### src/rtl/updown_count_scheduler.sv
// updown_count_scheduler
// Two requesters (A, B) share one embedded up/down counter. A winner is chosen
// round-robin. Its start/end operands are captured and the counter is loaded
// with the start value. The counter then steps toward the end value once every
// DWELL cycles, and a done pulse goes to the owner when the end value is reached.
//
// Handshake (req/gnt): req_x is a level request, and its operands must stay
// stable while it is high. gnt_x is a one-cycle pulse in the cycle after the
// accepting edge, and the requester drops req_x in the cycle after it sees
// gnt_x. A request that is still high when the block is idle counts as a new
// request. A request raised while the block is busy waits until the block is
// idle again and is not lost while it stays high.
module updown_count_scheduler #(
  parameter int WIDTH = 4,
  parameter int DWELL = 1
) (
  input  logic             CLK,
  input  logic             Reset,
  input  logic             req_a,
  input  logic [WIDTH-1:0] start_a,
  input  logic [WIDTH-1:0] end_a,
  input  logic             req_b,
  input  logic [WIDTH-1:0] start_b,
  input  logic [WIDTH-1:0] end_b,
  input  logic             abort,
  output logic             gnt_a,
  output logic             gnt_b,
  output logic             done_a,
  output logic             done_b,
  output logic             busy,
  output logic             mode,
  output logic [WIDTH-1:0] Q,
  output logic [1:0]       state_dbg
);

  localparam int DW = (DWELL > 1) ? $clog2(DWELL) : 1;
  localparam logic [DW-1:0] DWELL_LAST = DW'(DWELL - 1);

  typedef enum logic [1:0] {
    IDLE = 2'd0,
    LOAD = 2'd1,
    RUN  = 2'd2,
    DONE = 2'd3
  } state_t;

  state_t           state, state_nx;
  logic [WIDTH-1:0] q_nx;
  logic             mode_nx;
  logic             gnt_a_nx, gnt_b_nx, done_a_nx, done_b_nx;
  logic             owner_b, owner_b_nx;   // 1 = run belongs to B
  logic [WIDTH-1:0] cap_start, cap_start_nx;
  logic [WIDTH-1:0] cap_end, cap_end_nx;
  logic             rr_b, rr_b_nx;         // 1 = B preferred on a tie
  logic [DW-1:0]    dwell, dwell_nx;
  logic             win_b;
  logic [WIDTH-1:0] q_step;

  assign state_dbg = state;

  // Next-state and next-output logic. Abort takes priority over load, step and completion.
  always_comb begin
    state_nx     = state;
    q_nx         = Q;
    mode_nx      = mode;
    gnt_a_nx     = 1'b0;
    gnt_b_nx     = 1'b0;
    done_a_nx    = 1'b0;
    done_b_nx    = 1'b0;
    owner_b_nx   = owner_b;
    cap_start_nx = cap_start;
    cap_end_nx   = cap_end;
    rr_b_nx      = rr_b;
    dwell_nx     = dwell;
    win_b        = req_b && (!req_a || rr_b);
    q_step       = mode ? (Q + WIDTH'(1)) : (Q - WIDTH'(1));

    case (state)
      IDLE: begin
        if (req_a || req_b) begin
          owner_b_nx   = win_b;
          cap_start_nx = win_b ? start_b : start_a;
          cap_end_nx   = win_b ? end_b : end_a;
          gnt_a_nx     = !win_b;
          gnt_b_nx     = win_b;
          rr_b_nx      = !win_b;
          state_nx     = LOAD;
        end
      end
      LOAD: begin
        if (abort) begin
          state_nx = IDLE;
        end else begin
          q_nx     = cap_start;
          mode_nx  = (cap_end >= cap_start);
          dwell_nx = '0;
          if (cap_start == cap_end) begin
            state_nx  = DONE;
            done_a_nx = !owner_b;
            done_b_nx = owner_b;
          end else begin
            state_nx = RUN;
          end
        end
      end
      RUN: begin
        if (abort) begin
          state_nx = IDLE;
        end else if (dwell == DWELL_LAST) begin
          dwell_nx = '0;
          q_nx     = q_step;
          if (q_step == cap_end) begin
            state_nx  = DONE;
            done_a_nx = !owner_b;
            done_b_nx = owner_b;
          end
        end else begin
          dwell_nx = dwell + DW'(1);
        end
      end
      DONE: begin
        state_nx = IDLE;
      end
      default: begin
        state_nx = IDLE;
      end
    endcase
  end

  // State and registered outputs. Reset wins over everything, including mid-run.
  always_ff @(posedge CLK) begin
    if (Reset) begin
      state     <= IDLE;
      Q         <= '0;
      mode      <= 1'b1;
      gnt_a     <= 1'b0;
      gnt_b     <= 1'b0;
      done_a    <= 1'b0;
      done_b    <= 1'b0;
      busy      <= 1'b0;
      owner_b   <= 1'b0;
      cap_start <= '0;
      cap_end   <= '0;
      rr_b      <= 1'b0;
      dwell     <= '0;
    end else begin
      state     <= state_nx;
      Q         <= q_nx;
      mode      <= mode_nx;
      gnt_a     <= gnt_a_nx;
      gnt_b     <= gnt_b_nx;
      done_a    <= done_a_nx;
      done_b    <= done_b_nx;
      busy      <= (state_nx != IDLE);
      owner_b   <= owner_b_nx;
      cap_start <= cap_start_nx;
      cap_end   <= cap_end_nx;
      rr_b      <= rr_b_nx;
      dwell     <= dwell_nx;
    end
  end

endmodule
### config.mk
export PLATFORM = sky130hd
export DESIGN_NAME = updown_count_scheduler
export DESIGN_NICKNAME = d
export VERILOG_FILES = /design/src/rtl/updown_count_scheduler.sv
export SDC_FILE = /design/constraint.sdc
export NUM_CORES = 1
export LEC_CHECK = 0
export BUFFER_PORTS_ARGS = -buffer_cell sky130_fd_sc_hd__buf_2
export CAP_MARGIN = 20
export CORE_MARGIN = 1
export CORE_UTILIZATION = 55
export CTS_BUF_LIST = sky130_fd_sc_hd__clkbuf_2
export CTS_CLUSTER_DIAMETER = 40
export DETAILED_ROUTE_END_ITERATION = 12
export PLACE_DENSITY_LB_ADDON = 0.25
export SLEW_MARGIN = 10
export SYNTH_ARGS = -nofsm -noshare
export SYNTH_HDL_FRONTEND = slang
export SYNTH_SLANG_ARGS = --single-unit
### constraint.sdc
create_clock -name CLK -period 3.25 [get_ports CLK]
set_clock_uncertainty 0.1 [all_clocks]
set_input_delay 0.65 -clock CLK [delete_from_list [all_inputs] [get_ports CLK]]
set_output_delay 0.65 -clock CLK [all_outputs]
set_load 0.03 [all_outputs]
* Word level (Yosys, flattened, before mapping) *
Index checks and enable logic that the tools add are counted.

storage, ports and cells
  logic and storage cells = 72
  output and inout bits = 12
  register bits after elaboration = 23

operators by class
  reductions and logical operators = 14
  eq/ne operators = 8
  $add $sub $neg = 3
  order comparisons = 1
  mux-type cells = 30
  bitwise gates (word level) = 3

operator list
  operator             count
  $mux 4               6
  $mux 1               14
  $mux 2               5
  $eq 4x4->1           2
  $pmux 2 s4           1
  $pmux 4 s2           1
  $ne 2x2->1 const B   3
  $pmux 1 s2           3
  $add 4x1->4 const B  1
  $eq 2x2->1 const B   2
  $ge 4x4->1           1
  $reduce_and 2->1     2
  $reduce_and 4->1     1
  $reduce_bool 2->1    2
  $sub 4x1->4 const B  1
  $logic_not 1->1      3
  $not 1->1            3
  $reduce_and 3->1     1
  $reduce_or 3->1      1
  $eq 2x1->1 const B   1
  $logic_not 2->1      1
  $logic_or 1x1->1     2
  $add 1x1->1 const B  1
  $logic_and 1x1->1    1

* Logic depth before layout (Yosys ltp) *
Gate-level depths: netlist of run 1.

  word-level depth = 8
  mapped depth = 8

* Worst setup path before layout of run 1 *
No wires, ideal clock.

  path type = reg2reg
  start = register Q[0]
  end = register busy
  clock period less this slack = 2.341 ns
  slack = 0.909 ns
  stages on the path, launching flop included = 8
  data arrival time = 2.111 ns
  cells stage by stage = dfxtp_1 -> inv_1 -> fa_1 -> xor3_1 -> nand4_1 -> a21oi_2 -> a2111oi_2 -> o31ai_1

on the way
  longest elaborated chain between the ends = 8
  elaborated cells between the ends (all ways) = 9
  classes of those cells = add/sub: 2; eq/ne: 1; mux: 5; reduce/logical: 1

ends and longest elaborated chain
  element                                     line  text
  from (decl)                                 32    output logic [WIDTH-1:0] Q,
  from (signal assigned)                      147   Q <= q_nx;
  $sub 4x1->4 or $add 4x1->4 (tied branches)  75    q_step = mode ? (Q + WIDTH'(1)) : (Q - WIDTH'(1));
  $mux 4 *                                    75
  $eq 4x4->1 *                                111   if (q_step == cap_end) begin
  $mux 2 *                                    111
  $mux 2 *                                    108   end else if (dwell == DWELL_LAST) begin
  $mux 2 *                                    106   if (abort) begin
  $pmux 2 s4 *                                77    case (state)
  $reduce_bool 2->1 *                         153   busy <= (state_nx != IDLE);
  to (signal assigned)                        153
  to (decl)                                   30    output logic busy,

Mark *: on every way between the ends. The rest lies on a longest branch, timed or not.
A chain may end at the register's enable or synchronous reset.

* Worst setup path in the final report of run 1 *
Same ends and word-level chain as after synthesis.

==> impl_metrics.env, run 1 <==
export IMPL_arrival_ps=2450
export IMPL_drive_gt1_frac=0.2222
export IMPL_grt_pass1_vias=1167
export IMPL_hold_violations=0
export IMPL_crit_fanout=5
export IMPL_syn_area_um2=1244
export IMPL_vias=1131
export IMPL_sw_frac_of_total=0.3495
export IMPL_antenna_found_initial=0
export IMPL_worstRegToRegCells=7
export IMPL_synth_seq_area_share=0.3541
export IMPL_cp_required_ps=3380
export IMPL_clk_pin_slew_ps=200
export IMPL_cts_buffers=3
export IMPL_synthDistinctLibCells=37
export IMPL_drt_wl_total_um=2791
export IMPL_cts_root_buf="clkbuf_2"
export IMPL_final_cell_mix="32 x buf_2, 22 x dfxtp_1, 16 x nor2_1"
export IMPL_rows=16
export IMPL_ys_ff_latch=22
export IMPL_grt_remaining_overflow=0
export IMPL_die_area_um2=2455
export IMPL_layout_commonest_cell="buf_2"
export IMPL_min_path_cells=2
export IMPL_min_path_type="flip-flop to flip-flop"
export IMPL_syn_area_per_cell_um2=8.884
export IMPL_syn_instance_count=140
export IMPL_dieHeight_um=49.55
export IMPL_grt_first_pass_wirelength_um=4905
export IMPL_crit_type="flip-flop to flip-flop"
export IMPL_grt_util_all_layers=0.2586
export IMPL_setup_viol=0
export IMPL_finalWorstSetupSlack_ps=935.8
export IMPL_grt_max_degree=20
export IMPL_wire_per_inst_um=14.10
export IMPL_timing_setup_tns_ps=0
export IMPL_worstMarginPinSlew_ps=429.4
export IMPL_drv_cap=0
export IMPL_cts_sinks=22
export IMPL_pwr_share_comb=0.322
export IMPL_insertion_delay_ps=320
export IMPL_cts_max_level=1
export IMPL_postRouteAntennaNets=0
export IMPL_worstSetupStartpointType="flip-flop"
export IMPL_ios=33
export IMPL_layout_cells_non_filler=198
export IMPL_dieWidth_um=49.55
export IMPL_fin_crit_ps=2314
export IMPL_end_kind="flip-flop"
export IMPL_p_per_area_nw_per_um2=437.2
export IMPL_drc=0
export IMPL_ctsHoldBuffers=0
export IMPL_nets=204
export IMPL_syn_to_final_growth_pct=15.49
export IMPL_core_um2=2042
export IMPL_power_frac_seq=0.505
export IMPL_finalMaxSlewViolations=0
export IMPL_diodes=0
export IMPL_yosys_warnings=0
export IMPL_syn_num_nets=172
export IMPL_drtPass1Iterations=4
export IMPL_pre_cts_ws_ps=990.9
export IMPL_fmax_mhz=432.1
export IMPL_whs_ps=384.0
export IMPL_start_util=0.6091
export IMPL_cts_buffer_depth=2
export IMPL_rsz0062_at_grt="no"
export IMPL_intPower_uw=408.5
export IMPL_portBuffers=32
export IMPL_post_route_period_util=0.7121
export IMPL_relSlewSlack=0.7131
export IMPL_p_sw_uw=219.4
export IMPL_drt_iter0_drc=27
export IMPL_dp_hpwl_um=2210
export IMPL_viasPerCell=5.712
export IMPL_cts_resized_gates=0
export IMPL_post_cts_setup_buffers=0
export IMPL_place_gp_congestion=0.8783
export IMPL_cts_tree="done"
export IMPL_p_leak_uw=0.0007030
export IMPL_clock_power_share=0.173
export IMPL_vdd_ir_drop_worst_uv=353.4
export IMPL_place_inst=194
export IMPL_run_status="complete, no violations"
through the flow:
stage               cell area, µm²  power [µW]  utilization
floorplan                     1244       467.1            -
global placement              1418       511.1       0.6942
detailed placement            1418       523.1       0.6942
CTS                           1436       627.8       0.7034
global route                  1436       668.7       0.7034
finish                        1436       627.9       0.7034
cell families after synthesis:
family / after synthesis / share of synthesized area
adder cells (fa/ha/maj): 11 / 0.1167
buffers and inverters: 16 / 0.04929
XOR/XNOR: 7 / 0.07345
AND/OR/NAND/NOR: 43 / 0.1750
multiplexers: 1 / 0.008049
flip-flops: 22 / 0.3541
AO/OA/AOI/OAI: 40 / 0.2233
power groups by stage:
stage	Sequential [µW]	Clock, µW	Combinational (µW)
finish	317	109	202
global route	320	120	228
CTS	317	109	202
detailed placement	322	0	201
global placement	320	0	191
floorplan	338	0	129
synthesized netlist by cell type, drive strengths merged:
library cell	count	share of area
a21o	2	0.012
xor2	2	0.014
o21ai	6	0.024
nand3	2	0.0080
a31oi	1	0.0050
clkbuf	3	0.0091
fa	1	0.016
and3	1	0.0050
nor4b	1	0.012
buf	2	0.0070
nor3	1	0.0040
a22o	5	0.035
o211ai	1	0.0060
nor2	16	0.048
o2111ai	1	0.0070
o21a	1	0.0060
nand4	2	0.010
a211oi	1	0.0060
xnor2	3	0.021
ha	10	0.10
mux2i	1	0.0080
dfxtp	22	0.35
a21oi	10	0.043
and4bb	1	0.010
nand2b	2	0.010
xor3	2	0.038
nor2b	4	0.020
a21boi	2	0.012
a2111oi	1	0.012
o31ai	1	0.0060
inv	11	0.033
and3b	2	0.014
nand2	11	0.033
a22oi	8	0.048
cell type report:
| type | instances | area (µm²) |
|---|---|---|
| flip-flops and latches | 22 | 440.4 |
| repair buffers | 32 | 160.2 |
| fillers | 165 | 605.6 |
| clock inverters | 1 | 3.754 |
| well taps | 27 | 33.78 |
| clock buffers | 3 | 15.01 |
| inverters | 11 | 41.29 |
| multi-input cells | 102 | 742.0 |
flip-flops by register name (all words and copies together) (netlist names), 2 cells and up:
name	count
Q	4
state_dbg	2
cap_start	4
cap_end	4
worst max-delay path: stages, from the launching register on:
cell       delay, ps
dfxtp_1          470
inv_1            110
fa_1             490
xor3_1           380
nand4_1          130
a21oi_2           60
a2111oi_2        390
o31ai_1          100
per-layer routing:
metal / vias to the layer above / track usage / routed length, µm
met5: - / 0 / 0
met4: 0 / 0.08571 / 34
met3: 6 / 0.06481 / 118
met2: 36 / 0.4617 / 1442
met1: 532 / 0.2967 / 1196
li1: 557 / - / -
path summary, 6_finish.rpt:
check | start | to | slack [ps]
worst min register to register | cap_start[3] | cap_start[3] | 380
worst max register to register | Q[0] | busy | 940
worst max-delay path | Q[0] | busy | 940
worst min-delay path | cap_start[3] | cap_start[3] | 380
Power figures use the tool's default switching activity.
==> inputs of run 2 (changes only) <==
- CORE_UTILIZATION: 55 -> 54
- clock period: 3.25 -> 2.2 ns (I/O delays scaled with it)
==> run 2 against run 1 <==
- sequential share of layout area shrank 0.95 points
- routed wire length shrank 3.0%
- core utilization shrank 2.1 points
- count of clock-buffer cells in the layout is the same
- die area grew 1.8%
- design area grew 4.1%
- via count shrank 0.88%
- critical path depth is the same
- sequential power grew 48%
- critical endpoint unchanged
==> impl_metrics.env, run 2 (same netlist as run 1, synthesis figures left out) <==
export IMPL_grt_max_degree=20
export IMPL_insertion_delay_ps=350
export IMPL_setup_viol=0
export IMPL_fmax_mhz=474.1
export IMPL_wire_per_inst_um=13.47
export IMPL_vias=1121
export IMPL_grt_pass1_vias=1030
export IMPL_fin_area_um2=1495
export IMPL_post_route_period_util=0.9588
export IMPL_rsz0062_at_grt="no"
export IMPL_core_um2=2191
export IMPL_hold_start="start_a[0]"
export IMPL_cts_tree="done"
export IMPL_cts_root_buf="clkbuf_2"
export IMPL_min_path_cells=3
export IMPL_viasPerCell=5.577
export IMPL_fin_crit_ps=2109
export IMPL_cpPeakStageDelay_ps=480
export IMPL_rrSetupSlack_ps=90
export IMPL_whs_ps=194.2
export IMPL_grt_remaining_overflow=0
export IMPL_clk_pin_slew_ps=230
export IMPL_drc=0
export IMPL_cp_cell_sequence="inv_1, fa_1, xor3_1, nand4_1, a21oi_2, a2111oi_4, o31ai_1"
export IMPL_cts_max_level=1
export IMPL_drtPass1Iterations=4
export IMPL_diodes=0
export IMPL_p_per_area_nw_per_um2=712.2
export IMPL_worstSetupStartpointType="flip-flop"
export IMPL_cts_sinks=22
export IMPL_die_area_um2=2499
export IMPL_grt_util_all_layers=0.2390
export IMPL_drive_gt1_frac=0.2543
export IMPL_rows=17
export IMPL_grt_first_pass_wirelength_um=4498
export IMPL_worstMarginPinSlew_ps=435.5
export IMPL_finalWorstSetupSlack_ps=90.66
export IMPL_postRouteAntennaNets=0
export IMPL_ctsHoldBuffers=0
export IMPL_worstHoldEndpoint="cap_start[0]"
export IMPL_r2r_start="Q[0]"
export IMPL_portBuffers=32
export IMPL_pre_cts_ws_ps=25.59
export IMPL_hold_violations=0
export IMPL_run_status="complete, no violations"
export IMPL_nets=206
export IMPL_cts_buffer_depth=2
export IMPL_slowest_stage="fa_1"
export IMPL_r2r_end="busy"
export IMPL_relSlewSlack=0.7090
export IMPL_dieWidth_um=49.99
export IMPL_cp_required_ps=2360
export IMPL_p_leak_uw=0.0007297
export IMPL_cts_buffers=3
export IMPL_end_kind="flip-flop"
export IMPL_place_gp_congestion=0.8179
export IMPL_place_area_um2=1429
export IMPL_final_cell_mix="32 x buf_2, 19 x dfxtp_1, 16 x nor2_1"
export IMPL_timing_setup_tns_ps=0
export IMPL_ios=33
export IMPL_cpLargestDelayFamily="compound AO/OA/AOI/OAI gates"
export IMPL_syn_to_final_growth_pct=20.22
export IMPL_min_path_type="primary input to flip-flop"
export IMPL_start_util=0.5677
export IMPL_antenna_found_initial=0
export IMPL_dp_hpwl_um=2103
export IMPL_arrival_ps=2270
export IMPL_drt_iter0_drc=39
export IMPL_utilization=0.6825
export IMPL_drt_wl_total_um=2707
export IMPL_finalMaxSlewViolations=0
export IMPL_worstRegToRegCells=7
export IMPL_dieHeight_um=49.99
export IMPL_layout_commonest_cell="buf_2"
export IMPL_crit_buf_inv=1
export IMPL_crit_fanout=3
export IMPL_top_regs="Q: 4 flops, cap_end: 4 flops, cap_start: 4 flops"
export IMPL_crit_type="flip-flop to flip-flop"
export IMPL_vdd_ir_drop_worst_uv=371.7
export IMPL_drv_cap=0
-- run 2: cell count changes in the layout (fill, tap and decap cells not counted), sizes merged --
cell and change:
clkinv -1, buf +2, bufinv +1
-- run 2: layout make-up --
type / count / area [µm²]
sequential: 22 / 444.2
clock inverter: 1 / 30.03
tap: 28 / 35.03
clock buffer: 3 / 15.01
fill: 173 / 695.7
inverter: 11 / 41.29
timing repair buffer: 34 / 175.2
multi-input combinational: 102 / 754.5
-- run 2: where the power goes --
| part | switching (µW) | internal, µW | leakage (µW) | total, µW |
|---|---|---|---|---|
| Sequential | 33.1 | 435 | 0.000181 | 468 |
| Combinational | 172 | 135 | 0.000522 | 306 |
| Clock | 134 | 157 | 0.0000266 | 291 |
-- run 2: repair_timing --
action / CTS / global route
setup buffers: 1 / 0
setup endpoints to repair: 1 / 4
gates resized for setup: 0 / 2
-- run 2: worst max path at each step --
| stage | cells past startpoint | endpoint | from | slack, ps |
|---|---|---|---|---|
| CTS | 7 | busy | Q[0] | 60 |
| detailed placement | 7 | busy | Q[0] | 30 |
| floorplan | 7 | busy | Q[0] | 5 |
| global route | 7 | busy | Q[0] | 6 |
| finish | 7 | busy | Q[0] | 90 |
| global placement | 7 | busy | Q[0] | 90 |
-- run 2: per-layer routing --
| layer | share of wire | track usage | vias up |
|---|---|---|---|
| met3 | 0.044 | 0.04012 | 5 |
| met5 | 0 | 0 | - |
| met2 | 0.49 | 0.4000 | 40 |
| met4 | 0.013 | 0.09048 | 0 |
| met1 | 0.45 | 0.3027 | 515 |
| li1 | - | - | 561 |
-- run 2: worst reg2reg max path, cell delays in order (launching register included) --
cell and delay (ps):
dfxtp_2 380, inv_1 60, fa_1 480, xor3_1 380
nand4_1 110, a21oi_2 70, a2111oi_4 340, o31ai_1 110
-- run 2: per-stage QoR --
stage | power [µW] | instances
floorplan | 690.6 | 140
global placement | 758.4 | 196
detailed placement | 771.3 | 196
CTS | 1059 | 201
global route | 1114 | 201
finish | 1065 | 201
==> inputs of run 3 (changes only) <==
- CORE_UTILIZATION: 54 -> 30
- CTS_CLUSTER_DIAMETER: 40 -> default
==> run 3 against run 2 <==
- core utilization decreased by 31 points
- combinational power about the same
- register-to-register slack improved by 30 ps
- maximum frequency up 1.4%
- routed wire length grew 1.7%
- highest routed layer unchanged
- first-iteration DRC count increased by 2.6%
- largest cell class unchanged
- count of clock-buffer cells in the layout is the same
- sequential cell count did not move
- hold slack better by 20 ps
==> impl_metrics.env, run 3 (same netlist as run 1, synthesis figures left out) <==
export IMPL_run_status="complete, no violations"
export IMPL_antenna_found_initial=0
export IMPL_end_kind="flip-flop"
export IMPL_cp_cell_sequence="inv_1, fa_1, xor3_1, nand4_1, a21oi_2, a2111oi_4, o31ai_1"
export IMPL_finalMaxSlewViolations=0
export IMPL_power_total_uw=937.3
export IMPL_rsz0062_at_grt="no"
export IMPL_grt_pass1_vias=1099
export IMPL_grt_remaining_overflow=0
export IMPL_setup_viol=0
export IMPL_cts_sinks=22
export IMPL_postRouteAntennaNets=0
export IMPL_crit_type="flip-flop to flip-flop"
export IMPL_crit_buf_inv=1
export IMPL_insertion_delay_ps=330
export IMPL_slowest_stage="fa_1"
export IMPL_core_um2=4000
export IMPL_utilization=0.3760
export IMPL_dieWidth_um=66.39
export IMPL_portBuffers=32
export IMPL_grt_first_pass_wirelength_um=4781
export IMPL_die_area_um2=4407
export IMPL_drtPass1Iterations=4
export IMPL_p_per_area_nw_per_um2=623.2
export IMPL_place_gp_congestion=0.8212
export IMPL_cts_root_buf="clkbuf_2"
export IMPL_drc=0
export IMPL_nets=207
export IMPL_cts_tree="done"
export IMPL_dp_hpwl_um=2277
export IMPL_drt_iter0_drc=40
export IMPL_fin_area_um2=1504
export IMPL_grt_util_all_layers=0.1448
export IMPL_vdd_ir_drop_worst_uv=224.5
export IMPL_hold_violations=0
export IMPL_worstSetupStartpointType="flip-flop"
export IMPL_drive_gt1_frac=0.2529
export IMPL_start_util=0.3109
export IMPL_fmax_mhz=480.6
export IMPL_p_leak_uw=0.0007220
export IMPL_arrival_ps=2220
export IMPL_min_path_type="primary input to flip-flop"
export IMPL_clk_pin_slew_ps=220
export IMPL_timing_setup_tns_ps=0
export IMPL_place_inst=220
export IMPL_post_route_period_util=0.9457
export IMPL_viasPerCell=4.911
export IMPL_cts_buffer_depth=2
export IMPL_drv_cap=0
export IMPL_relSlewSlack=0.7083
export IMPL_syn_to_final_growth_pct=20.93
export IMPL_rows=23
export IMPL_cts_buffers=3
export IMPL_cp_required_ps=2340
export IMPL_fin_crit_ps=2081
export IMPL_cts_max_level=1
export IMPL_ios=33
export IMPL_crit_fanout=3
export IMPL_cpLargestDelayFamily="compound AO/OA/AOI/OAI gates"
export IMPL_top_regs="Q: 4 flops, cap_end: 4 flops, cap_start: 4 flops"
export IMPL_dieHeight_um=66.39
export IMPL_layout_commonest_cell="buf_2"
export IMPL_final_cell_mix="32 x buf_2, 19 x dfxtp_1, 16 x nor2_1"
export IMPL_worstMarginPinSlew_ps=436.6
export IMPL_place_area_um2=1471
export IMPL_grt_max_degree=20
export IMPL_diodes=0
export IMPL_layout_cells_non_filler=224
export IMPL_vias=1100
export IMPL_drt_wl_total_um=2754
export IMPL_wire_per_inst_um=12.29
export IMPL_ctsHoldBuffers=0
export IMPL_cpPeakStageDelay_ps=470
-- run 3: worst paths after layout --
kind | cells after the start | start | slack [ps] | endpoint
worst min register to register | 1 | owner_b | 390 | done_a
worst max-delay path | 7 | Q[0] | 120 | busy
worst min-delay path | 3 | end_a[2] | 210 | cap_end[2]
worst max register to register | 7 | Q[0] | 120 | busy
-- run 3: layer usage --
| layer | GRT usage | up-vias | wire length (µm) |
|---|---|---|---|
| li1 | - | 566 | - |
| met3 | 0.02759 | 2 | 99 |
| met1 | 0.1649 | 509 | 1218 |
| met4 | 0.05851 | 0 | 25 |
| met2 | 0.2615 | 23 | 1411 |
| met5 | 0 | - | 0 |
-- run 3: cell type report --
type | count | area (µm²)
clock inverters | 1 | 3.754
inverters | 11 | 41.29
multi-input cells | 102 | 754.5
repair buffers | 35 | 182.7
flip-flops and latches | 22 | 444.2
well taps | 50 | 62.56
clock buffers | 3 | 15.01
fillers | 427 | 2496
-- run 3: through the flow --
stage,hold WS (ps),setup WS (ps)
3_5_place_dp,369.3,105.7
3_3_place_gp,353.6,121.7
4_1_cts,209.3,76.76
2_1_floorplan,331.6,5.033
6_report,214.3,119.4
5_1_grt,202.4,11.63
-- run 3: worst register-to-register path, stage by stage (launching register included) --
cell and delay, ps:
dfxtp_2 380, inv_1 60, fa_1 470, xor3_1 370, nand4_1 110, a21oi_2 70
a2111oi_4 340, o31ai_1 90
-- run 3: report_power, final --
group	leakage, µW	internal [µW]	switching (µW)
Sequential	0.000182	435	30.5
Combinational	0.000526	136	169
Clock	0.0000140	39.5	128
-- run 3: repair_timing --
| action | in CTS | in global routing |
|---|---|---|
| gates resized for setup | 0 | 2 |
| endpoints found under the setup margin | 0 | 3 |
| hold endpoints to repair | 0 | 0 |
| setup buffers | 0 | 0 |
